**config.mk**
```make
export PLATFORM = sky130hd
export DESIGN_NAME = rdy_vld_src_fifo_flat
export DESIGN_NICKNAME = d
export VERILOG_FILES = /design/src/rtl/rdy_vld_if.sv /design/src/rtl/rdy_vld_src_fifo.sv /design/src/flat_wrapper.sv
export SDC_FILE = /design/constraint.sdc
export NUM_CORES = 1
export LEC_CHECK = 0
export ABC_AREA = 1
export CORE_MARGIN = 4
export CORE_UTILIZATION = 29
export CTS_BUF_LIST = sky130_fd_sc_hd__clkbuf_4 sky130_fd_sc_hd__clkbuf_8 sky130_fd_sc_hd__clkbuf_16
export DETAILED_ROUTE_END_ITERATION = 7
export MAX_ROUTING_LAYER = met4
export SKIP_CTS_REPAIR_TIMING = 1
export SYNTH_ARGS = -nofsm -noshare
export SYNTH_HDL_FRONTEND = slang
export SYNTH_SLANG_ARGS = --single-unit
```
**constraint.sdc**
```tcl
create_clock -name clk -period 3.05 [get_ports clk]
set_clock_uncertainty 0.05 [all_clocks]
set_input_delay 0.61 -clock clk [delete_from_list [all_inputs] [get_ports clk]]
set_output_delay 0.61 -clock clk [all_outputs]
set_load 0.05 [all_outputs]
```
**src/rtl/rdy_vld_if.sv**
```systemverilog
// Ready/valid point-to-point link: the source drives vld and data, the destination drives rdy.
interface rdy_vld_if #(
  parameter int DATA_W = 32
);
  logic              vld;
  logic              rdy;
  logic [DATA_W-1:0] data;

  modport src (output vld, output data, input rdy);
  modport dst (input vld, input data, output rdy);
endinterface

```
**src/rtl/rdy_vld_src_fifo.sv**
```systemverilog
// Source endpoint for rdy_vld_if: a local producer fills a first-word-fall-through FIFO
// that drains onto the link, with transfer and stall counters for debug.
module rdy_vld_src_fifo #(
  parameter int DATA_W = 32,
  parameter int DEPTH  = 4,
  parameter int CNT_W  = 16
) (
  input  logic                     clk,
  input  logic                     rst,
  rdy_vld_if.src                   x,
  input  logic                     push_vld,
  input  logic [DATA_W-1:0]        push_data,
  output logic                     push_rdy,
  output logic [$clog2(DEPTH):0]   level,
  output logic [CNT_W-1:0]         sent_cnt,
  output logic [CNT_W-1:0]         stall_cnt,
  input  logic                     clr_stats
);

  localparam int PW = $clog2(DEPTH);
  localparam int LW = PW + 1;
  localparam logic [LW-1:0] FULL_LVL = LW'(DEPTH);

  logic [DATA_W-1:0] mem [DEPTH];
  logic [PW-1:0]     rd_ptr;
  logic [PW-1:0]     wr_ptr;
  logic              push;
  logic              pop;
  logic              stall;

  // Handshake status depends only on registered level, never on x.rdy.
  assign push_rdy = (level != FULL_LVL);
  assign x.vld    = (level != '0);
  assign x.data   = x.vld ? mem[rd_ptr] : '0;

  assign push  = push_vld && push_rdy;
  assign pop   = x.vld && x.rdy;
  assign stall = x.vld && !x.rdy;

  always_ff @(posedge clk) begin
    if (push) begin
      mem[wr_ptr] <= push_data;
    end
  end

  always_ff @(posedge clk) begin
    if (rst) begin
      rd_ptr <= '0;
      wr_ptr <= '0;
      level  <= '0;
    end else begin
      if (push) begin
        wr_ptr <= wr_ptr + 1'b1;
      end
      if (pop) begin
        rd_ptr <= rd_ptr + 1'b1;
      end
      case ({push, pop})
        2'b10:   level <= level + 1'b1;
        2'b01:   level <= level - 1'b1;
        default: level <= level;
      endcase
    end
  end

  // Clear wins over any increment landing on the same edge.
  always_ff @(posedge clk) begin
    if (rst || clr_stats) begin
      sent_cnt  <= '0;
      stall_cnt <= '0;
    end else begin
      if (pop) begin
        sent_cnt <= sent_cnt + 1'b1;
      end
      if (stall) begin
        stall_cnt <= stall_cnt + 1'b1;
      end
    end
  end

`ifndef SYNTHESIS
  a_data_stable: assert property (@(posedge clk) disable iff (rst)
    (x.vld && !x.rdy) |=> (x.vld && $stable(x.data)));

  a_no_push_full: assert property (@(posedge clk) disable iff (rst)
    !(push && (level == FULL_LVL)));

  a_level_range: assert property (@(posedge clk) disable iff (rst)
    level <= FULL_LVL);
`endif

endmodule

```
**src/flat_wrapper.sv**
```systemverilog
// flat-port wrapper written by rule: the top's interface ports become plain ports
module rdy_vld_src_fifo_flat 
#(
  parameter int DATA_W = 32,
  parameter int DEPTH  = 4,
  parameter int CNT_W  = 16
)
  (clk, rst, push_vld, push_data, push_rdy, level, sent_cnt, stall_cnt, clr_stats, x_vld, x_data, x_rdy);
  rdy_vld_if #(.DATA_W(DATA_W)) x_i ();
  input  logic clk;
  input  logic rst;
  input  logic push_vld;
  input  logic [DATA_W-1:0] push_data;
  output logic push_rdy;
  output logic [$clog2(DEPTH):0] level;
  output logic [CNT_W-1:0] sent_cnt;
  output logic [CNT_W-1:0] stall_cnt;
  input  logic clr_stats;
  output wire logic [$bits(x_i.vld)-1:0] x_vld;
  output wire logic [$bits(x_i.data)-1:0] x_data;
  input wire logic [$bits(x_i.rdy)-1:0] x_rdy;
  assign x_vld = x_i.vld;
  assign x_data = x_i.data;
  assign x_i.rdy = x_rdy;
  rdy_vld_src_fifo #(.DATA_W(DATA_W), .DEPTH(DEPTH), .CNT_W(CNT_W)) u_core (.clk(clk), .rst(rst), .x(x_i), .push_vld(push_vld), .push_data(push_data), .push_rdy(push_rdy), .level(level), .sent_cnt(sent_cnt), .stall_cnt(stall_cnt), .clr_stats(clr_stats));
endmodule
```
# Word-level counts from Yosys, hierarchy flattened
# Memories as Yosys holds them, arrays and structs flattened. A register that Yosys moved wholly into a read port is not among the register bits.
# Index checks and enable logic that the tools add are counted.
# W data, S select, Z words.
# word_totals
reg_bits,39
mem_count,1
input_bits,37
mem_bits_rw,128
# mem_list
memory,depth,word_bits,rd,rd_ports_with_merged_regs,write_ports,line_no,text
u_core.mem,4,32,1,1,1,rdy_vld_src_fifo.sv:24,logic [DATA_W-1:0] mem [DEPTH];
# classes
reduce_logical,7
mux,6
add_sub_neg,6
n_eq_ne,3
# ops
op,n
$add A16 B1 Y16 const B,2
$mux W32,1
$pmux W3 S2,1
$add A2 B1 Y2 const B,2
$mux W2,2
$add A3 B1 Y3 const B,1
$logic_and A1 B1 Y1,3
$ne A3 B3 Y1 const B,1
$reduce_bool A3 Y1,1
$sub A3 B1 Y3 const B,1
$eq A2 B1 Y1 const B,1
$eq A2 B2 Y1 const B,1
$mux W1,2
$reduce_bool A2 Y1,1
$logic_not A1 Y1,1
$logic_or A1 B1 Y1,1

# Logic depth before layout (Yosys ltp)
# logic_depth
word_depth,4
depth_mapped,10
depth_no_buf,10

# Worst setup path after synthesis
# OpenSTA, ideal clock, no wires.
# synth_path
path_type,register to register
startpoint,register u_core.level[0]
endpoint,memory u_core.mem[0][0] (enable)
path_buffers,0
stages_incl_launch_ff,5
required_time_ns,2.579
setup_time_ns,0.421
path_slack_ns,-0.253
arrival_ns,2.832
cell_sequence,dfxtp_1 > nor2_4 > nand2_1 > nand2_2 > nor2_1
# synth_via
elab_chain_cells,4
# synth_rtl
item,line_no,text
"start, declared",rdy_vld_src_fifo.sv:14,"output logic [$clog2(DEPTH):0] level,"
"start signal, assigned",rdy_vld_src_fifo.sv:59,2'b10: level <= level + 1'b1;
"start signal, assigned",rdy_vld_src_fifo.sv:60,2'b01: level <= level - 1'b1;
"start signal, assigned",rdy_vld_src_fifo.sv:61,default: level <= level;
$ne A3 B3 Y1,rdy_vld_src_fifo.sv:32,assign push_rdy = (level != FULL_LVL);
named net push_rdy,flat_wrapper.sv:14,output logic push_rdy;
$logic_and A1 B1 Y1,rdy_vld_src_fifo.sv:36,assign push = push_vld && push_rdy;
$mux W1,rdy_vld_src_fifo.sv:41,if (push) begin
$mux W1 (implied by the code),rdy_vld_src_fifo.sv:42,mem[wr_ptr] <= push_data;
"end, declared",rdy_vld_src_fifo.sv:24,
# The timed path passes the listed nets, and every way through them passes these cells.

==> impl_metrics.ini <==
[worst_setup_path]
cp_slowest_cell = dfxtp_1
cp-start-kind = register
path_cells = clkinvlp_4 > nor2_1 > o21ai_0 > a21oi_1 > buf_12
reg2reg_to = u_core.level[2]$_SDFFE_PP0P_
critical_path_class = reg2out
worstPathMaxFanout = 16
cp_data_arrival_time_ns = 2.22
end_kind = output port
worst_path_largest_cell_delay_ns = 0.49
r2r_cells = 10
rrSetupSlack_ns = 1.05
r2r_start = u_core.level[0]$_SDFFE_PP0P_
worstPathRequired_ns = 2.39

[min_path]
hold_class = reg2reg
hold_end = u_core.sent_cnt[10]$_SDFFE_PP0P_
hold_depth = 2
hp-start = u_core.sent_cnt[10]$_SDFFE_PP0P_

[clock_tree]
cts_tree = built
clk_path_buf_depth = 2
cts_made_buffers = 17
cts-root-buf = clkbuf_16
clk-insertion-delay-late_ns = 0.42
cts_sinks = 169
clkSlewWorstSetupHoldPaths_ns = 0.08
h-tree-depth = 4

[logic_synthesis]
yosysMostFrequentCell = nor2_1
synthMuxAreaShare_pct = 0
synth_top_flop_cell = edfxtp_1
yosysTopAreaCellShare_pct = 53.7
synth_seq_area_share_pct = 65.2
synth_nets = 743
synth_compound_area_share_pct = 9.29
synth_top_family_by_area = simple AND/OR/NAND/NOR gates
synthTopCellsByCount = 181 x nor2_1, 128 x edfxtp_1, 69 x o21ai_0
ys.warnings.count = 0
synth_area_um2 = 7150
async_flop_share_pct = 0
syn_inst = 698
synth-simple-area-share_pct = 18.7
synth_cell_type_count = 32
yosysTopAreaCell = edfxtp_1
syn-mean-instance-area_um2 = 10.2
synth_seq_cells = 169
synthXorXnorAreaFrac_pct = 0.490
yosys-top-cells-area = edfxtp_1 54%, dfxtp_1 11%, nor2_1 9.5%
synth_edf_count = 128
yosys.area_share.adder_pct = 1.50

[sta]
finalCritPeriodShare_pct = 94.5
min_period_ns = 2.88
hold_viol_final = 0
drv_slew = 0
setup-violations-final = 0
tightest_slew_ns = 0.549
fmax_ghz = 0.347
relSlewSlack_pct = 63.3
hold-worst-slack_ns = 0.469

[finish]
layout-drive-gt1-share_pct = 12.9
fill_cells = 2362
finish.utilization_pct = 39.5
final_nets = 855
antenna_cells = 0
final_cell_area_um2 = 9600
syn_to_final_growth_pct = 34.2

[global_routing]
antenna_found_initial = 0
grt_pass1_vias = 5060
grt_usage_pct = 13.0
grt_pass1_wl_um = 26600
grt_max_degree = 65
grt-ovfl-total = 0

[floorplanning]
die_w_um = 165
rows = 57
fp.coreArea_um2 = 24300
ioPinCount = 106
die_area_um2 = 27200
die_h_um = 165
initial_core_util_pct = 29.4

[placed_design]
place_hpwl_um = 10600
gp_congestion = 0.806
dpl_cell_area_um2 = 8950
io_buffers = 105

[detailed_routing]
firstDrtPassIters = 4
drc = 0
drt_iter0_drc = 229
vias = 5113
totalWireLength_um = 16900
ant_nets = 0
routed_via_density = 4.46
avgRoutedWirePerCell_um = 14.8

[outcome]
status = complete, no violations

[power_and_ir_drop]
ir_worst_vdd_mv = 0.451
p_leak_nw = 3.41
powerDensity_nw_per_um2 = 921

[flow_run]
drv_cap = 0
[final cells by class]
type	count	area (um^2)	share of cell area (%)
clock buffer	17	425	4.43
clock inverter	15	210	2.19
inverter	60	229	2.38
multi-input combinational	443	2180	22.7
sequential	169	4670	48.6
tap	324	405	4.22
timing repair buffer	118	1480	15.4
timing repair inverter	1	7.51	0.0782
[per-stage QoR]
stage / cells / setup slack [ns] / setup TNS [ns] / power [mW]
4_1_cts: 1146 / 0.0952 / 0 / 8.94
3_5_place_dp: 1114 / 0.472 / 0 / 6.65
2_1_floorplan: 698 / -0.253 / -32.42 / 4.88
6_report: 1147 / 0.168 / 0 / 8.84
5_1_grt: 1147 / -0.0196 / -0.0196 / 9.27
3_3_place_gp: 1114 / 0.424 / 0 / 6.61
[report_power, final]
part	switching (mW)	internal, mW	total (mW)
Clock	0.961	1.33	2.29
Combinational	2.35	1.45	3.80
Sequential	0.0720	2.68	2.75
Total	3.38	5.46	8.84
[kinds of logic (layout without fill, tap and decap cells)]
family	Yosys count	after routing
fa+ha+maj	8	8
buf+inv	86	211
compound gates	128	128
simple gates	303	303
xor+xnor	4	4
flops	169	169
[cells in the final DEF, fill, tap and decap left out, types with 2 or more instances in the layout]
master	count
inv_2	4
o21a_1	2
edfxtp_1	128
clkinv_8	2
o21ai_0	69
a21oi_1	49
buf_12	33
inv_8	3
nand3_1	20
ha_1	7
xnor2_1	2
nand2_1	67
inv_6	3
nand2_2	4
nor2_2	2
buf_4	12
dfxtp_1	40
nand2_8	2
bufinv_16	3
nor3b_1	2
xor2_1	2
clkinv_1	2
inv_1	54
nand2_4	2
nor2_1	177
clkdlybuf4s50_1	73
nand4_1	7
nor2_4	9
a211oi_1	2
clkinvlp_4	4
clkbuf_16	17
nor3_1	8
nor2_8	2
o21ai_1	4
[worst max-delay path by stage]
stage,from,end,cells after the start
2_1_floorplan,u_core.level[0]$_SDFFE_PP0P_,u_core.mem[0][0]$_DFFE_PP_,4
3_3_place_gp,x_rdy,u_core.level[2]$_SDFFE_PP0P_,10
3_5_place_dp,x_rdy,u_core.level[2]$_SDFFE_PP0P_,10
4_1_cts,register,x_data[10],5
5_1_grt,register,x_data[1],5
6_report,register,x_data[1],5
[metal layers]
layer	track usage (%)	vias to the layer above	wire length, um
li1	-	2576	-
met1	15.9	2429	7690
met2	21.1	99	8140
met3	4.42	9	992
met4	2.34	0	111
met5	-	-	0
[sequential cells by signal, indices dropped and copies added (netlist names), named ones only]
| name | cells |
|---|---|
| u_core.rd_ptr | 2 |
| u_core.stall_cnt | 16 |
| u_core.wr_ptr | 2 |
| u_core.mem | 128 |
| u_core.sent_cnt | 16 |
| u_core.level | 3 |
[critical path: cells and delay by family, from the launching register on]
kind / cells / cell delay (ns)
AO/OA/AOI/OAI: 2 / 0.47
buffers and inverters: 2 / 0.64
flip-flops: 1 / 0.49
AND/OR/NAND/NOR: 1 / 0.20
(Power assumes the default switching activity.)
